File: src/rtl/param_counter_pkg.sv
// Shared definitions for param_counter and its prescaler.
// Count direction and bound-mode encodings, the per-edge action priority,
// and a width helper for the prescaler register.
package param_counter_pkg;

    // up_down input encoding
    localparam logic DIR_UP   = 1'b1;
    localparam logic DIR_DOWN = 1'b0;

    // SATURATE parameter encoding
    localparam logic MODE_WRAP = 1'b0;
    localparam logic MODE_SAT  = 1'b1;

    // What the counter does on a given edge, in priority order clear > load > step > hold
    typedef enum logic [1:0] {
        ACT_HOLD  = 2'd0,
        ACT_STEP  = 2'd1,
        ACT_LOAD  = 2'd2,
        ACT_CLEAR = 2'd3
    } count_action_e;

    // Prescaler register width; never below one bit so the vector stays legal
    function automatic int unsigned ps_width(input int unsigned prescale);
        int unsigned w;
        if (prescale <= 32'd2) begin
            w = 32'd1;
        end else begin
            w = int'($clog2(prescale));
        end
        return w;
    endfunction

endpackage

File: src/rtl/param_counter_prescaler.sv
// counter_prescaler: divides enabled cycles by PRESCALE and emits a step
// request on the last enabled cycle of each group. restart (clear or load in
// the parent) returns the phase to zero. With PRESCALE==1 there is no
// register at all and every enabled cycle is a step.
module counter_prescaler
    import param_counter_pkg::*;
#(
    parameter int unsigned PRESCALE = 1
) (
    input  logic CLOCK_5,
    input  logic RESET_N,
    input  logic enable,
    input  logic restart,
    output logic step
);

    generate
        if (PRESCALE <= 1) begin : g_bypass
            logic unused_restart;
            assign unused_restart = restart;

            // Every enabled cycle is a step
            assign step = enable;
        end else begin : g_div
            localparam int unsigned      PS_W    = ps_width(PRESCALE);
            localparam logic [PS_W-1:0]  PS_LAST = PS_W'(PRESCALE - 1);

            logic [PS_W-1:0] ps_cnt;

            // Step fires on the final enabled cycle of a prescale group
            assign step = enable && (ps_cnt == PS_LAST);

            // Phase counter: frozen while disabled, so a paused run resumes in phase
            always_ff @(posedge CLOCK_5 or negedge RESET_N) begin
                if (!RESET_N) begin
                    ps_cnt <= '0;
                end else if (restart) begin
                    ps_cnt <= '0;
                end else if (enable) begin
                    ps_cnt <= (ps_cnt == PS_LAST) ? '0 : ps_cnt + 1'b1;
                end
            end
        end
    endgenerate

endmodule

File: src/rtl/param_counter.sv
// param_counter: parametrised up/down counter with modulus, wrap or saturate
// at the bounds, enable, prescaler, synchronous clear/load and a registered
// terminal pulse.
// Optional build macro PARAM_COUNTER_CAPTURE_EN adds a capture input and a
// registered capture_out snapshot of the count as it was before the edge.
module param_counter
    import param_counter_pkg::*;
#(
    parameter int unsigned      WIDTH    = 32,
    parameter logic [WIDTH:0]   MODULUS  = '0,
    parameter int unsigned      PRESCALE = 1,
    parameter bit               SATURATE = MODE_WRAP
) (
    input  logic             CLOCK_5,
    input  logic             RESET_N,
    input  logic             enable,
    input  logic             up_down,
    input  logic             clear,
    input  logic             load,
    input  logic [WIDTH-1:0] load_value,
    output logic [WIDTH-1:0] counter_out,
    output logic             terminal
`ifdef PARAM_COUNTER_CAPTURE_EN
    ,
    input  logic             capture,
    output logic [WIDTH-1:0] capture_out
`endif
);

    // MODULUS==0 selects the full binary range
    localparam logic [WIDTH:0]   MOD_M1   = MODULUS - 1'b1;
    localparam logic [WIDTH-1:0] MAX      = (MODULUS == '0) ? '1 : MOD_M1[WIDTH-1:0];
    localparam bit               SAT_MODE = (SATURATE == MODE_SAT);

    logic            step;
    logic            restart;
    logic            at_max;
    logic            at_zero;
    logic [WIDTH-1:0] load_clamped;
    logic [WIDTH-1:0] cnt_nxt;
    logic            term_nxt;
    count_action_e   action;

    assign restart = clear | load;

    counter_prescaler #(
        .PRESCALE (PRESCALE)
    ) u_prescaler (
        .CLOCK_5 (CLOCK_5),
        .RESET_N (RESET_N),
        .enable  (enable),
        .restart (restart),
        .step    (step)
    );

    // Loaded values beyond the range are pulled back to the top bound
    assign load_clamped = (load_value > MAX) ? MAX : load_value;

    // >= keeps the bound check safe even for an out-of-range count
    assign at_max  = (counter_out >= MAX);
    assign at_zero = (counter_out == '0);

    // Resolve the edge priority: clear over load over step
    always_comb begin
        action = ACT_HOLD;
        if (clear) begin
            action = ACT_CLEAR;
        end else if (load) begin
            action = ACT_LOAD;
        end else if (step) begin
            action = ACT_STEP;
        end
    end

    // Next count and terminal; terminal flags a wrap or arrival at a saturating bound
    always_comb begin
        cnt_nxt  = counter_out;
        term_nxt = 1'b0;
        case (action)
            ACT_CLEAR: cnt_nxt = '0;
            ACT_LOAD:  cnt_nxt = load_clamped;
            ACT_STEP: begin
                if (up_down == DIR_UP) begin
                    if (at_max) begin
                        if (!SAT_MODE) begin
                            cnt_nxt  = '0;
                            term_nxt = 1'b1;
                        end
                    end else begin
                        cnt_nxt  = counter_out + 1'b1;
                        term_nxt = SAT_MODE && (cnt_nxt == MAX);
                    end
                end else begin
                    if (at_zero) begin
                        if (!SAT_MODE) begin
                            cnt_nxt  = MAX;
                            term_nxt = 1'b1;
                        end
                    end else begin
                        cnt_nxt  = counter_out - 1'b1;
                        term_nxt = SAT_MODE && (counter_out == WIDTH'(1));
                    end
                end
            end
            default: ;
        endcase
    end

    // Count and terminal registers
    always_ff @(posedge CLOCK_5 or negedge RESET_N) begin
        if (!RESET_N) begin
            counter_out <= '0;
            terminal    <= 1'b0;
        end else begin
            counter_out <= cnt_nxt;
            terminal    <= term_nxt;
        end
    end

`ifdef PARAM_COUNTER_CAPTURE_EN
    // Snapshot of the pre-edge count, regardless of clear/load/enable
    always_ff @(posedge CLOCK_5 or negedge RESET_N) begin
        if (!RESET_N) begin
            capture_out <= '0;
        end else if (capture) begin
            capture_out <= counter_out;
        end
    end
`endif

endmodule
File: config.mk
export PLATFORM = sky130hd
export DESIGN_NAME = param_counter
export DESIGN_NICKNAME = d
export VERILOG_FILES = /design/src/rtl/param_counter_pkg.sv /design/src/rtl/param_counter_prescaler.sv /design/src/rtl/param_counter.sv
export SDC_FILE = /design/constraint.sdc
export NUM_CORES = 1
export LEC_CHECK = 0
export ABC_AREA = 0
export CAP_MARGIN = 20
export CORE_ASPECT_RATIO = 0.5
export CORE_MARGIN = 5
export CORE_UTILIZATION = 65
export CTS_CLUSTER_DIAMETER = 40
export DETAILED_ROUTE_END_ITERATION = 6
export DONT_BUFFER_PORTS = 1
export HOLD_SLACK_MARGIN = 0.12
export PLACE_DENSITY = 0.81
export SLEW_MARGIN = 10
export SYNTH_ARGS = -nofsm -noshare
export SYNTH_HDL_FRONTEND = slang
export SYNTH_SLANG_ARGS = --single-unit
File: constraint.sdc
create_clock -name CLOCK_5 -period 3.57 [get_ports CLOCK_5]
set_clock_uncertainty 0.15 [all_clocks]
set_input_delay 0 -clock CLOCK_5 [delete_from_list [all_inputs] [get_ports CLOCK_5]]
set_output_delay 0 -clock CLOCK_5 [all_outputs]
set_load 0.1 [all_outputs]
==> results.cfg <==
[outcome]
status = complete, no violations

[sta]
slew_viol_final = 0
finalCriticalPeriod_ns = 3.53
worst_pin_slew_ns = 0.869
final-hold-violation-count = 0
slew_headroom = 0.421
fin_crit_sh = 0.989
finalSetupViolCount = 0
clock.fmax_mhz = 283

[synthesis]
yosysUniqueCellTypes = 58
synth_top_area_frac = 0.260
postSynthAreaPerCell_um2 = 8.07
synth_cells = 393
synth.most_common_cell = dfrtp_1
ys_seq_elements = 33
ys_warn_count = 0
ys.flop_type = dfrtp_1
ys_seq_area_frac = 0.260
synth-edff-count = 0
synthTopCellsByArea = dfrtp_1, xnor2_1, a22oi_1
synthTopCellsByCount = dfrtp_1, xnor2_1, nor2_1
netlist_area_um2 = 3170
async_flop_share = 1.00
synth_largest_area_cell = dfrtp_1
synth_nets = 436

[critical_path]
critical_path.max_fanout = 8
cpPeakStageDelay_ns = 0.68
startpoint_type = register
path_cells = buf_6 > nand4_1 > buf_4 > or4_1 > nor3_1 > a21oi_1 > mux2i_1 > o21ai_0 > dlygate4sd3_1
r2r-end = counter_out[19]$_DFFE_PN0P_
path_buf_inv = 3
cp_slowest_cell = or4_1
worstReg2RegStart = counter_out[2]$_DFFE_PN0P_
rrSetupSlack_ns = 0.04
crit_family = simple AND/OR/NAND/NOR gates
end_kind = register
worstPathRequired_ns = 3.61
ff2ff_path_depth = 9
critPathKind = register to register
arrival_ns = 3.57

[power]
power_density_nw_per_um2 = 367
ir_drop_v = 0.000219
p_total_mw = 1.50
power.leakage_nw = 1.71

[floorplan]
die_h_um = 59.4
rows = 17
start_util = 0.697
die_w_um = 109
fp.dieArea_um2 = 6460
core_um2 = 4550
io_pins = 71

[routing]
drc = 0
vias = 3971
dr.pass1.iters = 5
ant_nets = 0
totalWireLength_um = 13000
drt_iter0_markers = 747
vias_per_cell = 7.56
avgRoutedWirePerCell_um = 24.8

[global_routing]
grtUsageMet2 = 0.577
grt-ovfl-total = 0
antenna_found_initial = 0
first_global_vias = 3734
grt.total_usage = 0.390
busiest_layer = met2
grt_max_degree = 36
grt_pass1_wl_um = 19300
grtUsageMet3 = 0.160
grt_util_met1 = 0.494

[final_layout]
diodes = 0
area_delta_synth_final_pct = 29.0
design_area_um2 = 4090
final_nets = 501
drive_gt1_frac = 0.166

[clock_network]
cts.sink_count = 33
htree_levels = 2
clk_path_buf_depth = 2
cts_buffers = 5
clk_pin_slew_ns = 0.08
clk_latency_ns = 0.31
cts_tree = yes
root_buffer = clkbuf_8

[placement]
dpl.hpwl_um = 7280
port_buffers = 0
placed_area_um2 = 3320
globalplace.congestion = 0.997

[min_path]
hold_class = input pin to asynchronous set/reset pin

[flow_run]
maxCapViolations = 0
logic make-up (layout without fill, tap and decap cells):
kind of cell	after synthesis	count (layout)	share of synthesized area
compound gates	102	102	0.232
xor+xnor	38	38	0.105
fa+ha+maj	5	5	0.0197
buf+inv	54	120	0.0813
flops	33	33	0.260
mux	2	2	0.00631
simple gates	159	159	0.296
cell usage in the layout, fill, tap and decap left out, types with 16 or more instances in the layout:
| cell | n |
|---|---|
| a22oi_1 | 16 |
| buf_4 | 40 |
| dfrtp_1 | 33 |
| dlygate4sd3_1 | 57 |
| nand2_1 | 24 |
| nor2_1 | 26 |
| nor3_1 | 16 |
| nor4_1 | 16 |
| o21ai_0 | 16 |
| xnor2_1 | 27 |
final cells by class:
type,instances,area [µm²]
multi-input combinational,306,2120
timing repair buffer,101,933
clock buffer,6,72.6
sequential,33,826
inverter,11,41.3
clock inverter,2,10.0
tap,66,82.6
fill,215,462
routing by layer:
layer | wire length (µm) | vias to the layer above
met5 | 0 | -
met4 | 627 | 0
met3 | 2270 | 99
met2 | 5320 | 458
met1 | 4810 | 1794
li1 | - | 1620
metrics by stage:
step | TNS [ns] | hold WS (ns) | instances | setup slack (ns) | utilization
floorplan | 0 | -0.446 | 393 | 0.283 | -
detailed placement | 0 | -0.445 | 454 | 0.346 | 0.730
CTS | 0 | 0.127 | 520 | 0.0917 | 0.880
global placement | 0 | -0.445 | 454 | 0.542 | 0.730
finish | 0 | 0.111 | 525 | 0.0406 | 0.899
global route | -0.0768 | 0.156 | 525 | -0.0548 | 0.899
power by group:
group          internal (mW)  switching, mW
clock                  0.136          0.166
combinational          0.245          0.502
sequential             0.397         0.0560
total                  0.777          0.724
how the worst max path moves through the flow:
stage / from / to / slack [ns] / cells past startpoint
2_1_floorplan: counter_out[0]$_DFFE_PN0P_ / counter_out[18]$_DFFE_PN0P_ / 0.28 / 8
3_3_place_gp: counter_out[1]$_DFFE_PN0P_ / counter_out[9]$_DFFE_PN0P_ / 0.54 / 8
3_5_place_dp: counter_out[1]$_DFFE_PN0P_ / counter_out[13]$_DFFE_PN0P_ / 0.35 / 8
4_1_cts: counter_out[1]$_DFFE_PN0P_ / counter_out[18]$_DFFE_PN0P_ / 0.09 / 8
5_1_grt: counter_out[2]$_DFFE_PN0P_ / counter_out[19]$_DFFE_PN0P_ / -0.05 / 9
6_report: counter_out[2]$_DFFE_PN0P_ / counter_out[19]$_DFFE_PN0P_ / 0.04 / 9
sequential cells by signal (all words and copies together), names as in the netlist:
name,cells
terminal,1
counter_out,32
timing repair:
action,4_1_cts,5_1_grt
setup endpoints to repair,0,13
buffers inserted,0,3
hold endpoints to repair,66,2
gates resized for setup,0,10
hold buffers,58,1
worst reg2reg max path, delay by kind of cell (launching register included):
kind,cells,cell delay (ns)
simple gates,3,1.21
flops,1,0.52
mux,1,0.23
compound gates,2,0.22
buf+inv,3,1.10
Power figures use the tool's default switching activity.
